### src/rtl/axi_rd_arbiter.sv
// Shares one AXI read channel between instruction fetch (ID 0) and data load (ID 1).
// It runs one transaction at a time, and it holds loads off while a snooped store is outstanding.
module axi_rd_arbiter #(
    parameter bit         DATA_PRIO = 1'b1,
    parameter logic [3:0] IDLE_ID   = 4'hF
) (
    input  logic        clk,
    input  logic        reset,
    input  logic        inst_arvalid,
    input  logic [31:0] inst_araddr,
    input  logic [3:0]  inst_arlen,
    output logic        inst_arready,
    output logic [31:0] inst_rdata,
    output logic        inst_rvalid,
    output logic        inst_rlast,
    input  logic        inst_rready,
    input  logic        data_arvalid,
    input  logic [31:0] data_araddr,
    input  logic [3:0]  data_arlen,
    output logic        data_arready,
    output logic [31:0] data_rdata,
    output logic        data_rvalid,
    output logic        data_rlast,
    input  logic        data_rready,
    output logic [3:0]  arbitrate_arid,
    output logic [3:0]  arid,
    output logic [31:0] araddr,
    output logic [3:0]  arlen,
    output logic [2:0]  arsize,
    output logic        arvalid,
    input  logic        arready,
    input  logic [3:0]  rid,
    input  logic [31:0] rdata,
    input  logic        rlast,
    input  logic        rvalid,
    output logic        rready,
    input  logic        awvalid,
    input  logic        awready,
    input  logic        bvalid,
    input  logic        bready,
    output logic        len_err
);
    typedef enum logic [1:0] {IDLE, ADDR, DATA} state_t;

    state_t     state, state_nxt;
    logic       wr_pending;
    logic       last_grant;   // 0: fetch, 1: data
    logic [3:0] beat_cnt;
    logic       inst_elig, data_elig, pick_data, grant;
    logic       rid_match, routed, beat_acc;

    assign inst_elig = inst_arvalid;
    assign data_elig = data_arvalid & ~wr_pending;
    assign rid_match = (rid == arid);
    assign routed    = (state == DATA) & rvalid & rid_match;

    assign arsize   = 3'b010;
    assign arvalid  = (state == ADDR);
    assign rready   = (state == DATA) & rid_match & (last_grant ? data_rready : inst_rready);
    assign beat_acc = rvalid & rready;

    assign inst_rvalid = routed & ~last_grant;
    assign data_rvalid = routed & last_grant;
    assign inst_rdata  = rdata;
    assign data_rdata  = rdata;
    assign inst_rlast  = rlast;
    assign data_rlast  = rlast;

    // NOTE: every signal written in this block gets a default first, so no latch is inferred.
    always_comb begin
        state_nxt    = state;
        pick_data    = data_elig;
        grant        = 1'b0;
        inst_arready = 1'b0;
        data_arready = 1'b0;
        if (inst_elig && data_elig)
            pick_data = DATA_PRIO ? 1'b1 : ~last_grant;
        case (state)
            IDLE: begin
                if ((inst_elig || data_elig) && !reset) begin
                    grant        = 1'b1;
                    inst_arready = ~pick_data;
                    data_arready = pick_data;
                    state_nxt    = ADDR;
                end
            end
            ADDR:    if (arready) state_nxt = DATA;
            DATA:    if (beat_acc && rlast) state_nxt = IDLE;
            default: state_nxt = IDLE;
        endcase
    end

    // NOTE: sequential state uses non-blocking assignments, so every register samples pre-edge values.
    always_ff @(posedge clk) begin
        if (reset) begin
            state          <= IDLE;
            arbitrate_arid <= IDLE_ID;
            arid           <= 4'd0;
            araddr         <= 32'd0;
            arlen          <= 4'd0;
            wr_pending     <= 1'b0;
            len_err        <= 1'b0;
            beat_cnt       <= 4'd0;
            last_grant     <= 1'b0;
        end else begin
            state <= state_nxt;

            // A new AW that coincides with a B response counts as a fresh outstanding store
            if (awvalid && awready)
                wr_pending <= 1'b1;
            else if (bvalid && bready)
                wr_pending <= 1'b0;

            if (grant) begin
                arid           <= {3'b000, pick_data};
                arbitrate_arid <= {3'b000, pick_data};
                araddr         <= pick_data ? data_araddr : inst_araddr;
                arlen          <= pick_data ? data_arlen  : inst_arlen;
                beat_cnt       <= pick_data ? data_arlen  : inst_arlen;
                last_grant     <= pick_data;
            end

            if (beat_acc) begin
                beat_cnt <= beat_cnt - 4'd1;
                if (rlast != (beat_cnt == 4'd0))
                    len_err <= 1'b1;
                if (rlast)
                    arbitrate_arid <= IDLE_ID;
            end
        end
    end
endmodule

### config.mk
export PLATFORM = sky130hd
export DESIGN_NAME = axi_rd_arbiter
export DESIGN_NICKNAME = d
export VERILOG_FILES = /design/src/rtl/axi_rd_arbiter.sv
export SDC_FILE = /design/constraint.sdc
export NUM_CORES = 1
export LEC_CHECK = 0
export CAP_MARGIN = 0
export CELL_PAD_IN_SITES_DETAIL_PLACEMENT = 1
export CELL_PAD_IN_SITES_GLOBAL_PLACEMENT = 1
export CORE_MARGIN = 8
export CORE_UTILIZATION = 22
export DETAILED_ROUTE_END_ITERATION = 8
export PLACE_DENSITY_LB_ADDON = 0.25
export SYNTH_ARGS = -nofsm -noshare
export SYNTH_HDL_FRONTEND = slang
export SYNTH_SLANG_ARGS = --single-unit
export TNS_END_PERCENT = 20
### constraint.sdc
create_clock -name clk -period 1.4 [get_ports clk]
set_input_delay 0.35 -clock clk [delete_from_list [all_inputs] [get_ports clk]]
set_output_delay 0.35 -clock clk [all_outputs]
set_load 0.05 [all_outputs]
### Word level (Yosys, flattened, before mapping)

Index checks and enable logic that the tools add are counted.
W data, S select, Z words.

| operators by class | value |
|---|---|
| $add $sub $neg | 1 |
| bitwise logic cells | 11 |
| eq/ne operators | 7 |
| reduce and logical (&&, ||, !) cells | 13 |
| muxes and demuxes | 21 |

Operators with widths:

| cell | count |
|---|---|
| $mux W32 | 1 |
| $mux W4 | 6 |
| $mux W1 | 10 |
| $and A1 B1 Y1 | 8 |
| $mux W2 | 3 |
| $pmux W2 S3 | 1 |
| $logic_and A1 B1 Y1 | 5 |
| $eq A4 B1 Y1 | 1 |
| $logic_not A4 Y1 | 1 |
| $ne A2 B1 Y1 const B | 2 |
| $reduce_bool A2 Y1 | 2 |
| $sub A4 B1 Y4 const B | 1 |
| $not A1 Y1 | 3 |
| $reduce_and A3 Y1 | 1 |
| $eq A2 B1 Y1 const B | 1 |
| $eq A2 B2 Y1 const B | 1 |
| $logic_not A2 Y1 | 1 |
| $ne A2 B2 Y1 const B | 1 |
| $reduce_and A2 Y1 | 1 |
| $logic_not A1 Y1 | 1 |
| $logic_or A1 B1 Y1 | 1 |
| $ne A1 B1 Y1 | 1 |

| storage, ports and cells | value |
|---|---|
| bits in registers | 49 |
| bits of input ports | 121 |
| output and inout port bits | 120 |
| logic and storage cells | 61 |

### Depth between registers and ports, before layout

Gate-level depths: netlist (run 1).

| depth | value |
|---|---|
| word-level depth | 9 |
| gate-level depth with buffers | 6 |
| depth with buffers taken out | 6 |

### Least setup slack after synthesis (run 1)

No wires, ideal clock.

| timing path | value |
|---|---|
| path kind | input -> output |
| from | in rid[1] |
| to | out inst_rvalid |
| arrival time | 1.781 ns |
| required time | 1.050 ns |
| path buffers | 0 |
| path slack | -0.731 ns |
| stages on the path | 3 |
| cells stage by stage | nor4b_2 -> nand2_1 -> nor3_1 |

| on the way | value |
|---|---|
| cells in the longest elaborated chain, start to end | 3 |

RTL lines:

| item | line | RTL |
|---|---|---|
| from (decl) | 32 | `input logic [3:0] rid,` |
| $eq A4 B1 Y1 | 54 | `assign rid_match = (rid == arid);` |
| $and A1 B1 Y1 | 55 | `assign routed = (state == DATA) & rvalid & rid_match;` |
| $and A1 B1 Y1 | 62 | `assign inst_rvalid = routed & ~last_grant;` |
| to (decl) | 14 | `output logic inst_rvalid,` |

No other way between the ends.

### Final worst setup path (run 1)

| timing path | value |
|---|---|
| from | reg state[1] |
| to | out inst_rvalid |

| on the way | value |
|---|---|
| cells in the longest elaborated chain, start to end | 4 |

RTL lines:

| item | line | RTL |
|---|---|---|
| from (decl) | 45 | `state_t state, state_nxt;` |
| from (signal assigned) | 106 | `state <= state_nxt;` |
| $eq A2 B2 Y1 | 55 |  |
| $and A1 B1 Y1 (2 in a row) | 55 |  |
| $and A1 B1 Y1 | 62 |  |

No other way between the ends.

==> flow_summary.html, run 1 <==
<table>
<tr><th>Metric</th><th>Value</th></tr>
<tr><th colspan="2">Routing</th></tr>
<tr><td>DRC</td><td>0</td></tr>
<tr><td>Number of nets with antenna violations after detailed routing</td><td>0</td></tr>
<tr><td>Number of design-rule violations left by the first detailed-router iteration</td><td>57</td></tr>
<tr><td>First drt pass iteration count</td><td>4</td></tr>
<tr><td>Post-detailed-route wirelength per cell</td><td>16.9 um</td></tr>
<tr><td>Via-per-instance ratio</td><td>about 4.3</td></tr>
<tr><td>Overall routed net length</td><td>between 9000 and 10000 um</td></tr>
<tr><td>Number of vias in the routed layout</td><td>2507</td></tr>
<tr><th colspan="2">Clocking</th></tr>
<tr><td>CTS tree</td><td>built</td></tr>
<tr><td>TritonCTS buffer count</td><td>5</td></tr>
<tr><td>Bufs on Longest Clock Path</td><td>2</td></tr>
<tr><td>Sinks on the clock net</td><td>49</td></tr>
<tr><td>Clock latency of the later-clocked register in the worst-skew pair</td><td>~0.29 ns</td></tr>
<tr><td>Clock tree root buffer cell</td><td>clkbuf_16</td></tr>
<tr><td>H-tree Lvls</td><td>2</td></tr>
<tr><td>Clk slew on worst S/H paths</td><td>0.07 ns</td></tr>
<tr><th colspan="2">Global routing</th></tr>
<tr><td>Overall fraction of global-route tracks in use</td><td>a little under an eighth</td></tr>
<tr><td>Vias in the first global route</td><td>2800</td></tr>
<tr><td>Total gr overflow</td><td>0</td></tr>
<tr><td>Pin count of the biggest net entering global routing</td><td>30</td></tr>
<tr><td>Wire length of the first global-routing pass</td><td>14900 um</td></tr>
<tr><td>Initial antenna violation count</td><td>0</td></tr>
<tr><th colspan="2">STA</th></tr>
<tr><td>Setup TNS after final layout</td><td>-1.58 ns</td></tr>
<tr><td>Final number of max-transition violations</td><td>0</td></tr>
<tr><td>Max Clk Rate</td><td>604 MHz</td></tr>
<tr><td>Final setup margin</td><td>-0.257 ns</td></tr>
<tr><td>Count of final hold-check violations</td><td>0</td></tr>
<tr><td>Final period util</td><td>118%</td></tr>
<tr><td>Setup repair after global routing missed its margin</td><td>yes</td></tr>
<tr><td>Worst-case clock skew</td><td>0.00704 ns</td></tr>
<tr><td>Number of setup violations in the final report</td><td>22</td></tr>
<tr><td>Final min period</td><td>1.66 ns</td></tr>
<tr><th colspan="2">Floorplan</th></tr>
<tr><td>I/O pin cnt</td><td>around 240</td></tr>
<tr><td>Cell row count</td><td>42</td></tr>
<tr><td>Die height</td><td>131 um</td></tr>
<tr><td>Core region area</td><td>13100 sq um</td></tr>
<tr><td>Area of the die</td><td>17200 sq um</td></tr>
<tr><td>Starting utilization of the core area</td><td>roughly 22%</td></tr>
<tr><td>Die outline width</td><td>131 um</td></tr>
<tr><th colspan="2">Placed design</th></tr>
<tr><td>Setup slack after placement</td><td>-0.651 ns</td></tr>
<tr><td>Placed cell areas</td><td>around 4600 sq um</td></tr>
<tr><td>Detail Placement HPWL</td><td>between 7000 and 8000 um</td></tr>
<tr><td>GP Congestion</td><td>0.678</td></tr>
<tr><td>Port Buf Inserts</td><td>between 100 and 150</td></tr>
<tr><th colspan="2">Hold path</th></tr>
<tr><td>Class of the worst hold path</td><td>reg -&gt; reg</td></tr>
<tr><td>Startpoint of the tightest hold check path</td><td>araddr[12]</td></tr>
<tr><td>Worst Hold Path EP</td><td>araddr[12]</td></tr>
<tr><td>Worst hold path stage count</td><td>2</td></tr>
<tr><th colspan="2">Critical path</th></tr>
<tr><td>Launch instance of the worst register-to-register path</td><td>state[0]</td></tr>
<tr><td>Worst path bufs/invs</td><td>1</td></tr>
<tr><td>Kind of end point of the critical path</td><td>output port</td></tr>
<tr><td>Worst reg2reg path depth</td><td>6</td></tr>
<tr><td>Data arrival time at the worst-slack endpoint</td><td>1.31 ns</td></tr>
<tr><td>Type of the setup path with the least slack</td><td>reg -&gt; out</td></tr>
<tr><td>Highest net fanout along the worst path</td><td>4</td></tr>
<tr><td>Top Family by Delay on Critical Path</td><td>simple AND/OR/NAND/NOR gates</td></tr>
<tr><td>Capture instance of the worst register-to-register path</td><td>arlen[1]</td></tr>
<tr><td>Crit path launch type</td><td>register</td></tr>
<tr><td>Cell chain of the critical path</td><td>nor2b_4 -&gt; nand2_4 -&gt; nor3_4 -&gt; buf_12</td></tr>
<tr><td>Req. time, crit path</td><td>about 1.1 ns</td></tr>
<tr><td>Reg-to-reg slack, setup</td><td>-0.07 ns</td></tr>
<tr><td>Cell type of the slowest stage on the worst timing path</td><td>dfxtp_4</td></tr>
<tr><td>Max incr delay on CP</td><td>between 0.3 and 0.4 ns</td></tr>
<tr><th colspan="2">Finish</th></tr>
<tr><td>Area growth from synthesis to final layout</td><td>74.3%</td></tr>
<tr><td>Leading cell types in the layout, fill and taps excluded</td><td>clkdlybuf4s50_1 (77), buf_12 (57), dfxtp_1 (45), nand2_1 (40), a22oi_2 (22)</td></tr>
<tr><td>Commonest non-fill, non-tap cell in the layout</td><td>clkdlybuf4s50_1</td></tr>
<tr><td>Total inserted antenna cells</td><td>0</td></tr>
<tr><td>Ratio of cells with drive above 1 in the final layout</td><td>a little over two fifths</td></tr>
<tr><td>Final design area excluding fillers</td><td>5070 sq um</td></tr>
<tr><td>Core Util, Final</td><td>38.7%</td></tr>
<tr><td>Post-layout net count</td><td>~530</td></tr>
<tr><th colspan="2">Synthesis</th></tr>
<tr><td>Leading post-synthesis cells by cell area</td><td>dfxtp_1 (34%), buf_4 (19%), a22oi_2 (8.6%), a21oi_2 (6.0%), nand2_1 (5.6%)</td></tr>
<tr><td>Synth async-reset ratio</td><td>0%</td></tr>
<tr><td>Number of warnings reported in the yosys synthesis log</td><td>0</td></tr>
<tr><td>Synth Cell Area</td><td>between 2000 and 3000 sq um</td></tr>
<tr><td>Number of flops mapped to enable cells by yosys</td><td>0</td></tr>
<tr><td>Flop and latch count out of synthesis</td><td>49</td></tr>
<tr><td>Leading register cell type out of synthesis</td><td>dfxtp_1</td></tr>
<tr><td>Mean instance size in the synthesized netlist</td><td>9.35 sq um</td></tr>
<tr><td>Post-synth cell types</td><td>40</td></tr>
<tr><td>Post-synth top area cell</td><td>dfxtp_1</td></tr>
<tr><td>Cells after Synth</td><td>311</td></tr>
<tr><td>Sequential fraction of the synthesis area</td><td>33.7%</td></tr>
<tr><td>Yosys top cell area share</td><td>~34%</td></tr>
<tr><th colspan="2">Run status</th></tr>
<tr><td>Violations in the final reports</td><td>setup timing</td></tr>
<tr><td>Result of the run</td><td>complete, but fails checks</td></tr>
<tr><th colspan="2">Power and ir drop</th></tr>
<tr><td>Ratio of total power to cell area</td><td>approximately 940 nW/um^2</td></tr>
<tr><td>Peak supply drop</td><td>446 uV</td></tr>
<tr><td>Static Leak</td><td>0.00185 uW</td></tr>
<tr><th colspan="2">Run</th></tr>
<tr><td>Max Cap Violations</td><td>0</td></tr>
</table>
-- power breakdown --
part	switching, uW	total [uW]	internal (uW)
Sequential	133	1650	1520
Clock	544	1200	656
Combinational	898	1890	997
Total	1580	4740	3170
-- state kept, by name, indices dropped and copies added, names as in the netlist --
register	flops
len_err	1
arid	1
beat_cnt	4
araddr	32
arlen	4
arbitrate_arid	4
state	2
wr_pending	1
-- worst max-delay path by stage --
stage / start / end / cells past startpoint
floorplan: rid[1] / inst_rvalid / 3
global placement: rid[1] / inst_rvalid / 5
detailed placement: data_arvalid / araddr[8] / 6
CTS: state[1] / inst_rvalid / 4
global route: state[0] / rready / 5
finish: state[1] / inst_rvalid / 4
-- synth_stat cells, types with 2 or more instances --
| master | instances |
|---|---|
| a222oi_1 | 2 |
| a221oi_2 | 4 |
| nand3b_1 | 3 |
| conb_1 | 2 |
| o211ai_1 | 2 |
| a21oi_1 | 16 |
| nor3b_1 | 6 |
| a22oi_1 | 13 |
| a22oi_2 | 20 |
| buf_12 | 5 |
| nand2_1 | 43 |
| nor2_1 | 6 |
| inv_1 | 4 |
| o21a_1 | 4 |
| buf_2 | 6 |
| and3_1 | 2 |
| o21ai_0 | 4 |
| dfxtp_1 | 49 |
| clkbuf_1 | 3 |
| a21o_1 | 2 |
| nor3_1 | 2 |
| buf_4 | 75 |
| a21oi_2 | 20 |
| nor2b_1 | 2 |
-- cells by family (layout without fill, tap and decap cells) --
family / Yosys count / after routing / share of synthesized area, %
xor+xnor: 1 / 1 / 0.301
fa+ha+maj: 1 / 1 / 0.430
other cells: 2 / 6 / 0.258
flops: 49 / 49 / 33.7
simple gates: 71 / 71 / 12.3
compound gates: 92 / 93 / 27.8
buf+inv: 95 / 191 / 25.3
-- worst reg2reg max path, cell delays in order, from the launching register on --
cell,delay (ns)
dfxtp_4,0.39
nor3_4,0.06
and2_4,0.18
buf_12,0.14
clkbuf_16,0.16
a222oi_1,0.33
nor2_1,0.08
-- layout make-up --
type,count,area (sq um)
tap,176,220
clock inverter,3,17.5
timing repair buffer,179,2360
sequential,49,993
clock buffer,5,125
inverter,4,17.5
fill,1432,8020
multi-input combinational,172,1340
-- stage by stage --
stage / total power [uW] / cells / hold slack, ns
after floorplan: 2980 / 315 / 0.439
after global placement: 3410 / 567 / 0.475
after detailed placement: 3440 / 567 / 0.488
after CTS: 4750 / 583 / 0.498
after global routing: 5000 / 588 / 0.518
final: 4740 / 588 / 0.497
-- repair_timing --
| action | 4_1_cts | 5_1_grt |
|---|---|---|
| setup buffers | 8 | 4 |
| hold buffers | 0 | 0 |
| cloned | 1 | 3 |
| gates resized for setup | 53 | 19 |
| endpoints found under the setup margin | 56 | 51 |
| pin swaps | 18 | 28 |
-- routing by layer --
layer / share of wire, % / track usage [%] / vias to the layer above
met4: 0.84 / 2.90 / 0
met2: 51 / 19.8 / 89
met3: 9.3 / 5.40 / 11
li1: - / - / 1199
met1: 39 / 11.9 / 1208
met5: 0 / 0 / -
(Power assumes the default switching activity.)
==> run 2: changes to the inputs <==
--- a/config.mk
+++ b/config.mk
@@ -12,6 +12,7 @@
 export CORE_UTILIZATION = 22
 export DETAILED_ROUTE_END_ITERATION = 8
 export PLACE_DENSITY_LB_ADDON = 0.25
+export SLEW_MARGIN = 10
 export SYNTH_ARGS = -nofsm -noshare
 export SYNTH_HDL_FRONTEND = slang
 export SYNTH_SLANG_ARGS = --single-unit
==> constraint.sdc (replaced) <==
create_clock -name clk -period 1.4 [get_ports clk]
set_input_delay 0.35 -clock clk [delete_from_list [all_inputs] [get_ports clk]]
set_output_delay 0.35 -clock clk [all_outputs]
set_load 0.1 [all_outputs]
==> flow_summary.html, run 2 (synthesis results as in run 1) <==
<table>
<tr><th>Metric</th><th>Value</th></tr>
<tr><th colspan="2">Global routing</th></tr>
<tr><td>Total gr overflow</td><td>0</td></tr>
<tr><td>Pin count of the biggest net entering global routing</td><td>27</td></tr>
<tr><td>Vias in the first global route</td><td>2756</td></tr>
<tr><td>Wire length of the first global-routing pass</td><td>15200 um</td></tr>
<tr><td>Initial antenna violation count</td><td>0</td></tr>
<tr><td>Overall fraction of global-route tracks in use</td><td>11.5%</td></tr>
<tr><th colspan="2">Run status</th></tr>
<tr><td>Violations in the final reports</td><td>setup timing</td></tr>
<tr><td>Result of the run</td><td>complete, but fails checks</td></tr>
<tr><th colspan="2">Placed design</th></tr>
<tr><td>Setup slack after placement</td><td>-0.673 ns</td></tr>
<tr><td>Detail Placement HPWL</td><td>around 7700 um</td></tr>
<tr><td>GP Congestion</td><td>0.694</td></tr>
<tr><td>Port Buf Inserts</td><td>138</td></tr>
<tr><td>Placed cells</td><td>564</td></tr>
<tr><th colspan="2">STA</th></tr>
<tr><td>Final min period</td><td>1.68 ns</td></tr>
<tr><td>Final setup margin</td><td>-0.281 ns</td></tr>
<tr><td>Setup repair after global routing missed its margin</td><td>yes</td></tr>
<tr><td>Final number of max-transition violations</td><td>0</td></tr>
<tr><td>Count of final hold-check violations</td><td>0</td></tr>
<tr><td>Max Clk Rate</td><td>595 MHz</td></tr>
<tr><td>Final period util</td><td>120%</td></tr>
<tr><td>Number of setup violations in the final report</td><td>between 40 and 50</td></tr>
<tr><td>Worst-case clock skew</td><td>~0.0044 ns</td></tr>
<tr><td>Setup TNS after final layout</td><td>-5.18 ns</td></tr>
<tr><th colspan="2">Routing</th></tr>
<tr><td>DRC</td><td>0</td></tr>
<tr><td>Via-per-instance ratio</td><td>4.22</td></tr>
<tr><td>First drt pass iteration count</td><td>4</td></tr>
<tr><td>Number of nets with antenna violations after detailed routing</td><td>0</td></tr>
<tr><td>Number of design-rule violations left by the first detailed-router iteration</td><td>28</td></tr>
<tr><td>Overall routed net length</td><td>between 10000 and 15000 um</td></tr>
<tr><td>Post-detailed-route wirelength per cell</td><td>17.4 um</td></tr>
<tr><td>Number of vias in the routed layout</td><td>2485</td></tr>
<tr><th colspan="2">Clocking</th></tr>
<tr><td>Sinks on the clock net</td><td>49</td></tr>
<tr><td>TritonCTS buffer count</td><td>5</td></tr>
<tr><td>Clock tree root buffer cell</td><td>clkbuf_16</td></tr>
<tr><td>Cts hold-fix bufs</td><td>0</td></tr>
<tr><td>H-tree Lvls</td><td>2</td></tr>
<tr><td>Clock latency of the later-clocked register in the worst-skew pair</td><td>0.29 ns</td></tr>
<tr><td>Bufs on Longest Clock Path</td><td>2</td></tr>
<tr><td>CTS tree</td><td>built</td></tr>
<tr><td>Clk slew on worst S/H paths</td><td>around 0.07 ns</td></tr>
<tr><th colspan="2">Finish</th></tr>
<tr><td>Total inserted antenna cells</td><td>0</td></tr>
<tr><td>Area growth from synthesis to final layout</td><td>77.9%</td></tr>
<tr><td>Largest register FFs</td><td>32</td></tr>
<tr><td>Most flops, register</td><td>araddr</td></tr>
<tr><td>Cell Count, Final, Fillers Out</td><td>589</td></tr>
<tr><td>Commonest non-fill, non-tap cell in the layout</td><td>clkdlybuf4s50_1</td></tr>
<tr><td>Core Util, Final</td><td>39.5%</td></tr>
<tr><td>Leading cell types in the layout, fill and taps excluded</td><td>clkdlybuf4s50_1 (77), buf_12 (59), dfxtp_1 (45), nand2_1 (41), a22oi_2 (30)</td></tr>
<tr><td>Ratio of cells with drive above 1 in the final layout</td><td>44.3%</td></tr>
<tr><td>Post-layout net count</td><td>534</td></tr>
<tr><th colspan="2">Floorplan</th></tr>
<tr><td>Die height</td><td>between 100 and 150 um</td></tr>
<tr><td>Starting utilization of the core area</td><td>~22%</td></tr>
<tr><td>Core region area</td><td>approximately 13000 sq um</td></tr>
<tr><td>I/O pin cnt</td><td>241</td></tr>
<tr><td>Cell row count</td><td>42</td></tr>
<tr><td>Area of the die</td><td>17200 sq um</td></tr>
<tr><td>Die outline width</td><td>131 um</td></tr>
<tr><th colspan="2">Critical path</th></tr>
<tr><td>Data arrival time at the worst-slack endpoint</td><td>approximately 1.3 ns</td></tr>
<tr><td>Req. time, crit path</td><td>1.05 ns</td></tr>
<tr><td>Worst reg2reg path depth</td><td>7</td></tr>
<tr><td>Crit path launch type</td><td>register</td></tr>
<tr><td>Type of the setup path with the least slack</td><td>reg -&gt; out</td></tr>
<tr><td>Kind of end point of the critical path</td><td>output port</td></tr>
<tr><td>Highest net fanout along the worst path</td><td>3</td></tr>
<tr><th colspan="2">Power and ir drop</th></tr>
<tr><td>Peak supply drop</td><td>between 500 and 600 uV</td></tr>
<tr><td>Static Leak</td><td>between 0.0015 and 0.002 uW</td></tr>
<tr><td>Ratio of total power to cell area</td><td>1030 nW/um^2</td></tr>
<tr><th colspan="2">Hold path</th></tr>
<tr><td>Class of the worst hold path</td><td>reg -&gt; reg</td></tr>
<tr><td>Worst hold path stage count</td><td>2</td></tr>
<tr><th colspan="2">Run</th></tr>
<tr><td>Max Cap Violations</td><td>0</td></tr>
</table>
## run 2: per-stage QoR
| step | hold slack [ns] | power, uW | instance area, sq um |
|---|---|---|---|
| 6_report | 0.493 | 5310 | 5170 |
| 5_1_grt | 0.509 | 5530 | 5170 |
| 4_1_cts | 0.494 | 5360 | 5050 |
| 3_5_place_dp | 0.481 | 3890 | 4590 |
| 3_3_place_gp | 0.473 | 3860 | 4590 |
| 2_1_floorplan | 0.439 | 3800 | 2960 |
## run 2: timing repair
item                       in CTS  in global routing
setup endpoints to repair      56                 45
cloned                          4                  2
resized for setup              64                 20
setup buffers                   9                  6
pin swaps                      73                 10
## run 2: layout make-up
class	instances	area, sq um
Timing Repair Buffer	180	2410
Multi-Input combinational cell	172	1380
Inverter	4	15.0
Sequential cell	49	993
Clock inverter	1	5.00
Tap cell	176	220
Clock buffer	7	153
Fill cell	1414	7910
## run 2: final timing paths
kind	from	end	slack [ns]
min reg2reg	araddr[9]	araddr[9]	0.49
max reg2reg	wr_pending	arlen[1]	-0.20
min	araddr[9]	araddr[9]	0.49
max	state[0]	rready	-0.28
## run 2: per-layer routing
metal / global-route usage (%) / wire length (um) / vias to the layer above / part of all wire [%]
li1: - / - / 1204 / -
met1: 12.1 / 3930 / 1179 / 38
met2: 20.1 / 5240 / 93 / 51
met3: 5.40 / 964 / 9 / 9.4
met4: 3.11 / 89 / 0 / 0.87
met5: 0 / 0 / - / 0
## run 2: where the power goes
part	switching, uW	internal, uW
sequential	132	1520
combinational	1370	1010
clock	525	758
## run 2: worst max-delay path: stages (launching register included)
cell and delay (ns):
dfxtp_4 0.37, inv_2 0.07, nand2_2 0.07, nor4_4 0.14, o21a_1 0.21, buf_12 0.18
